[src/rtl/audio_out_fifo.sv]
// Stereo sample FIFO between the output filter and the codec DAC port.
// Playback starts once PRIME pairs are queued; a starved codec counts an underrun and re-primes.
module audio_out_fifo #(
    parameter int WIDTH = 24,
    parameter int DEPTH = 8,
    parameter int PRIME = 4
) (
    input  logic                     clock,
    input  logic                     reset,
    input  logic                     in_valid,
    input  logic [WIDTH-1:0]         in_left,
    input  logic [WIDTH-1:0]         in_right,
    output logic                     in_ready,
    input  logic                     write_ready,
    output logic                     write,
    output logic [WIDTH-1:0]         writedata_left,
    output logic [WIDTH-1:0]         writedata_right,
    output logic [$clog2(DEPTH):0]   count,
    output logic [15:0]              underrun_count,
    output logic                     playing
);

    localparam int AW = $clog2(DEPTH);
    localparam int CW = AW + 1;

    typedef enum logic {
        FILL = 1'b0,
        RUN  = 1'b1
    } state_t;

    function automatic logic [15:0] sat_inc16(input logic [15:0] v);
        return (v == 16'hFFFF) ? v : v + 16'd1;
    endfunction

    // Samples are opaque two's-complement words; they are stored and replayed untouched.
    logic signed [WIDTH-1:0] mem_left  [DEPTH];
    logic signed [WIDTH-1:0] mem_right [DEPTH];

    state_t          state_q, state_d;
    logic [AW-1:0]   wr_ptr_q, rd_ptr_q;
    logic [CW-1:0]   count_q;
    logic [15:0]     underrun_q;
    logic            push, pop, underrun;

    always_comb begin
        in_ready = (count_q < CW'(DEPTH));
        push     = in_valid && in_ready;
        write    = (state_q == RUN) && write_ready && (count_q != '0);
        pop      = write;
        underrun = (state_q == RUN) && write_ready && (count_q == '0);
    end

    always_comb begin
        state_d = state_q;
        case (state_q)
            FILL:    if (count_q >= CW'(PRIME)) state_d = RUN;
            RUN:     if (underrun) state_d = FILL;
            default: state_d = FILL;
        endcase
    end

    always_ff @(posedge clock or negedge reset) begin
        if (!reset) begin
            state_q    <= FILL;
            wr_ptr_q   <= '0;
            rd_ptr_q   <= '0;
            count_q    <= '0;
            underrun_q <= '0;
        end else begin
            state_q <= state_d;
            if (push) wr_ptr_q <= wr_ptr_q + 1'b1;
            if (pop)  rd_ptr_q <= rd_ptr_q + 1'b1;
            case ({push, pop})
                2'b10:   count_q <= count_q + CW'(1);
                2'b01:   count_q <= count_q - CW'(1);
                default: count_q <= count_q;
            endcase
            if (underrun) underrun_q <= sat_inc16(underrun_q);
        end
    end

    // Storage is data-only and deliberately left out of reset.
    always_ff @(posedge clock) begin
        if (push) begin
            mem_left[wr_ptr_q]  <= in_left;
            mem_right[wr_ptr_q] <= in_right;
        end
    end

    always_comb begin
        writedata_left  = '0;
        writedata_right = '0;
        if (count_q != '0) begin
            writedata_left  = mem_left[rd_ptr_q];
            writedata_right = mem_right[rd_ptr_q];
        end
    end

    assign count          = count_q;
    assign underrun_count = underrun_q;
    assign playing        = (state_q == RUN);

endmodule

[config.mk]
export PLATFORM = sky130hd
export DESIGN_NAME = audio_out_fifo
export DESIGN_NICKNAME = d
export VERILOG_FILES = /design/src/rtl/audio_out_fifo.sv
export SDC_FILE = /design/constraint.sdc
export NUM_CORES = 1
export LEC_CHECK = 0
export ABC_AREA = 1
export CAP_MARGIN = 10
export CORE_ASPECT_RATIO = 0.6
export CORE_UTILIZATION = 35
export CTS_BUF_LIST = sky130_fd_sc_hd__clkbuf_4
export CTS_CLUSTER_SIZE = 28
export DETAILED_ROUTE_END_ITERATION = 10
export GPL_ROUTABILITY_DRIVEN = 1
export PLACE_DENSITY = 0.5
export SYNTH_ARGS = -nofsm -noshare
export SYNTH_HDL_FRONTEND = slang
export SYNTH_SLANG_ARGS = --single-unit
[constraint.sdc]
create_clock -name clock -period 4.7 [get_ports clock]
set_input_delay 0.94 -clock clock [delete_from_list [all_inputs] [get_ports clock]]
set_output_delay 0.94 -clock clock [all_outputs]
set_load 0.01 [all_outputs]
==> impl.org <==
** Synth
- Synthesized flop and latch total :: 411
- Seq/Total Area, Yosys :: about three quarters
- Share of the synthesized area in the top cell type :: 69.3%
- The Yosys step of the flow raised 0 warnings.
- Synth Area in Adders :: less than 1%
- After Yosys synthesis, XOR and XNOR cells account for 0.737% of the synthesized area.
- After synthesis, the netlist uses 28 different library cells.
- Mux contribution to synthesized area :: 0%
- When the netlist entered floorplanning its net count stood at 1420.
- Mapped Cells :: 1362
- Cell area after synthesis :: 16600 µm²
- The synthesized design spends more area on one cell type than any other, namely sky130_fd_sc_hd__edfxtp_1.
- The synthesized netlist devotes 10.2% of its cell area to compound gates.
- Top cells by area, synth :: sky130_fd_sc_hd__edfxtp_1 (69%), sky130_fd_sc_hd__nor2_1 (8.2%), sky130_fd_sc_hd__o21ai_0 (4.8%), sky130_fd_sc_hd__dfrtp_1 (4.1%), sky130_fd_sc_hd__nand2_1 (3.1%)
- Simple logic cell fraction of the synthesized area :: 12.1%
- Mean area per synthesized cell :: 12.2 µm²
- Main combinational cell family by area after synthesis :: simple AND/OR/NAND/NOR gates

** CTS
- Post-CTS Resized :: 0
- Clock sinks :: approximately 400
- Clock latency on the worst-skew pair, taken at its later pin, is 750 ps.
- Clock-pin slew on the worst setup and hold paths :: ~60 ps
- Number of CTS-inserted buffers :: 103
- Post-CTS Repair Setup Buffers :: 0
- H-Tree Level Count :: 3
- The tree is rooted in a sky130_fd_sc_hd__clkbuf_4.
- In this run the deepest clock path goes through 3 buffers.
- TritonCTS built the clock tree.
- For this design, the CTS-stage hold fixing added 0 buffers.

** Route
- Via density per instance :: 4.86
- Routed signal wires occupy layers up through met5.
- Avg WL per Cell :: 18.8 µm
- Total via count in the routed design :: between 10000 and 15000
- For this run, the detailed router's first-pass iteration total came to 5.
- Once detail routing completed, the nets flagged for antenna violations numbered 0.
- After detailed routing, the met3 layer carries 1950 µm of wire.
- After detailed routing, the number of remaining DRC violations is 0.
- Met1 routed wirelength after detailed routing :: 20500 µm
- Wires add up to 42100 µm.
- After the first detailed-routing iteration, the DRC count stood at 846.
- The routed design uses 19200 µm of met2 wire.

** Global route
- Largest net degree at the start of global routing :: 194
- Via count of the first global-routing pass :: 10800
- Global route overflow :: 0
- Total Routing Usage GR :: 17.6%
- Number of antenna violations at the first check in global routing :: 3
- First-pass GRT wire length :: approximately 65000 µm

** Place
- Number of buffers added on ports :: 122
- The congestion estimate from routability-driven global placement came to approximately 0.76.
- Final HPWL from detailed placement :: 22200 µm
- Count of placed standard cells including taps :: 2059
- Post-place setup slack :: 1190 ps

** Min path
- The tightest min-delay check is of the reg2reg type.

** Layout
- Synth-to-layout area growth :: 19.5%
- Non-filler cells in the finished layout :: 2236
- Layout cells sized above 1 :: 12.7%
- Nets :: 1592
- Total area of multi-input combinational cells :: 3970 µm²
- Fill count :: approximately 4400
- The sequential cells in the finished layout cover a total of 12200 µm².
- Utilization after layout :: 42.7%

** Timing
- Of the available clock period, the critical path in the final layout requires roughly nine tenths.
- Setup repair after global routing left no endpoint under its margin.
- Once routing completed, OpenROAD measured the worst setup slack at between 400 and 500 ps.
- The smallest clock period supported by the final layout is computed as 4210 ps.
- Slew headroom :: a little under a third
- Skew final :: 23.1 ps
- Setup violations remaining at the end of the flow were counted as 0.
- At the pin with the least slew margin, the transition time is slightly above 1000 ps.
- Count of final hold-check violations :: 0
- Fmax :: 237 MHz
- Setup Total Neg Slack :: 0 ps
- Count of final max-slew check failures :: 0

** Worst setup path
- Setup slack on the worst flop-to-flop path :: 1570 ps
- Master of the slowest instance on the critical path :: sky130_fd_sc_hd__clkdlybuf4s50_1
- Data on the critical path is required at its endpoint by about 3800 ps.
- The setup path with the least slack is of type reg2out.
- Of all nets on the critical path, the largest fanout is 193.
- The worst setup path is launched from a register.
- Element type at the critical path end :: output pin
- Among cell families on the critical path, the largest total delay comes from buffers and inverters.
- STA puts the critical path data arrival time at between 3000 and 4000 ps.
- Cell-by-cell listing of the critical path :: buf_12, o21ai_0, o22ai_1, nor2_1, nor2_1, clkdlybuf4s50_1
- Counting stages on the worst path, the most repeated cell is sky130_fd_sc_hd__nor2_1.
- Delay of the slowest cell on the worst path :: around 590 ps
- Together, buffers and inverters on the worst path number 2.

** Pwr
- Across the VDD grid, the largest voltage drop is between 0.4 and 0.5 mV.
- Static power due to leakage :: a little under 7 nW
- Power per cell area :: 625 nW/µm²

** Die
- The floorplan step defined a die boundary enclosing 48500 µm².
- Horizontal die dimension :: 284 µm
- From bottom edge to top edge, the die measures about 170 µm.
- Row cnt :: 61
- Area of the core :: 46600 µm²
- Once the floorplan was initialized, standard cells occupied 35.7% of the core.
- Count of pins on the block boundary :: about 120

** Flow run
- Across the run, the number of max-cap violations was 0.

** Run status
- Outcome :: finished, final reports clean
## worst min-delay path: stages, from the launching register on
cell	delay, ps
sky130_fd_sc_hd__dfrtp_1	380
sky130_fd_sc_hd__nand2_1	70
sky130_fd_sc_hd__nand2_1	60
## state kept, by name, indices dropped and copies added (netlist names)
| register | flops |
|---|---|
| mem_left | 192 |
| mem_right | 192 |
| count | 4 |
| rd_ptr_q | 3 |
| underrun_count | 16 |
| wr_ptr_q | 3 |
| playing | 1 |
## routing by layer
layer,track usage [%],vias up
li1,-,5275
met1,24.9,5317
met2,26.9,236
met3,4.08,47
met4,5.03,2
met5,0,-
## report_power, final
part | internal (mW) | leakage, nW | switching, mW
sequential | 4.47 | 3.82 | 0.260
combinational | 1.84 | 2.26 | 2.89
clock | 1.58 | 0.769 | 1.39
total | 7.89 | 6.85 | 4.54
## final timing paths
kind	startpoint	cells after the start	end
max	rd_ptr_q[0]	6	writedata_right[9]
min	wr_ptr_q[0]	2	wr_ptr_q[0]
max reg2reg	count[1]	11	count[2]
min reg2reg	wr_ptr_q[0]	2	wr_ptr_q[0]
max in group asynchronous	reset	2	rd_ptr_q[2]
min in group asynchronous	reset	2	underrun_count[9]
## logic make-up (layout without fill, tap and decap cells)
| logic type | after synthesis | in the layout |
|---|---|---|
| and+or+nand+nor | 524 | 524 |
| DFF | 411 | 411 |
| AOI/OAI and AO/OA | 300 | 300 |
| buffers and inverters | 107 | 348 |
| xor gates and xnor gates | 14 | 14 |
| adders and majority gates | 6 | 6 |
| other | 0 | 3 |
## through the flow
stage	hold WS [ps]	area, µm²	power (mW)
6_report	543	19900	12.4
5_1_grt	534	19900	13.3
4_1_cts	505	19900	12.6
3_5_place_dp	535	18600	9.62
3_3_place_gp	523	18600	9.60
2_1_floorplan	493	16600	7.53
## final cells by class
class                           count  share of cell area (%)
Sequential cell                   411                    61.4
Tap cell                          630                    3.96
Inverter                           26                   0.516
Antenna cell                        3                  0.0377
Clock buffer                      153                    5.77
Timing Repair Buffer              148                    7.69
Multi-Input combinational cell    844                    19.9
Clock inverter                     21                   0.679
## layout by cell type (no fill, tap or decap), types with 5 or more instances in the layout
cell and count:
sky130_fd_sc_hd__buf_4 17, sky130_fd_sc_hd__nand4_1 5, sky130_fd_sc_hd__clkbuf_4 153, sky130_fd_sc_hd__dfrtp_1 24, sky130_fd_sc_hd__clkdlybuf4s50_1 122, sky130_fd_sc_hd__nor2_4 8
sky130_fd_sc_hd__nor2_1 357, sky130_fd_sc_hd__buf_12 9, sky130_fd_sc_hd__clkinv_1 16, sky130_fd_sc_hd__ha_1 6, sky130_fd_sc_hd__o22ai_1 48, sky130_fd_sc_hd__o21ai_1 41
sky130_fd_sc_hd__xnor2_1 7, sky130_fd_sc_hd__o21ai_0 160, sky130_fd_sc_hd__nand2_1 137, sky130_fd_sc_hd__nand3_1 12, sky130_fd_sc_hd__edfxtp_1 384, sky130_fd_sc_hd__xor2_1 7
sky130_fd_sc_hd__o211ai_1 48, sky130_fd_sc_hd__inv_1 23
## synth_stat cells, drive strengths merged
library cell	count
edfxtp	384
nor2	366
o21ai	202
nand2	138
o211ai	48
o22ai	48
buf	42
clkbuf	39
dfrtp	27
inv	26
nand3	13
xnor2	7
xor2	7
ha	6
nand4	5
a21oi	1
nor2b	1
o32ai	1
or2	1
Power figures use the tool's default switching activity.
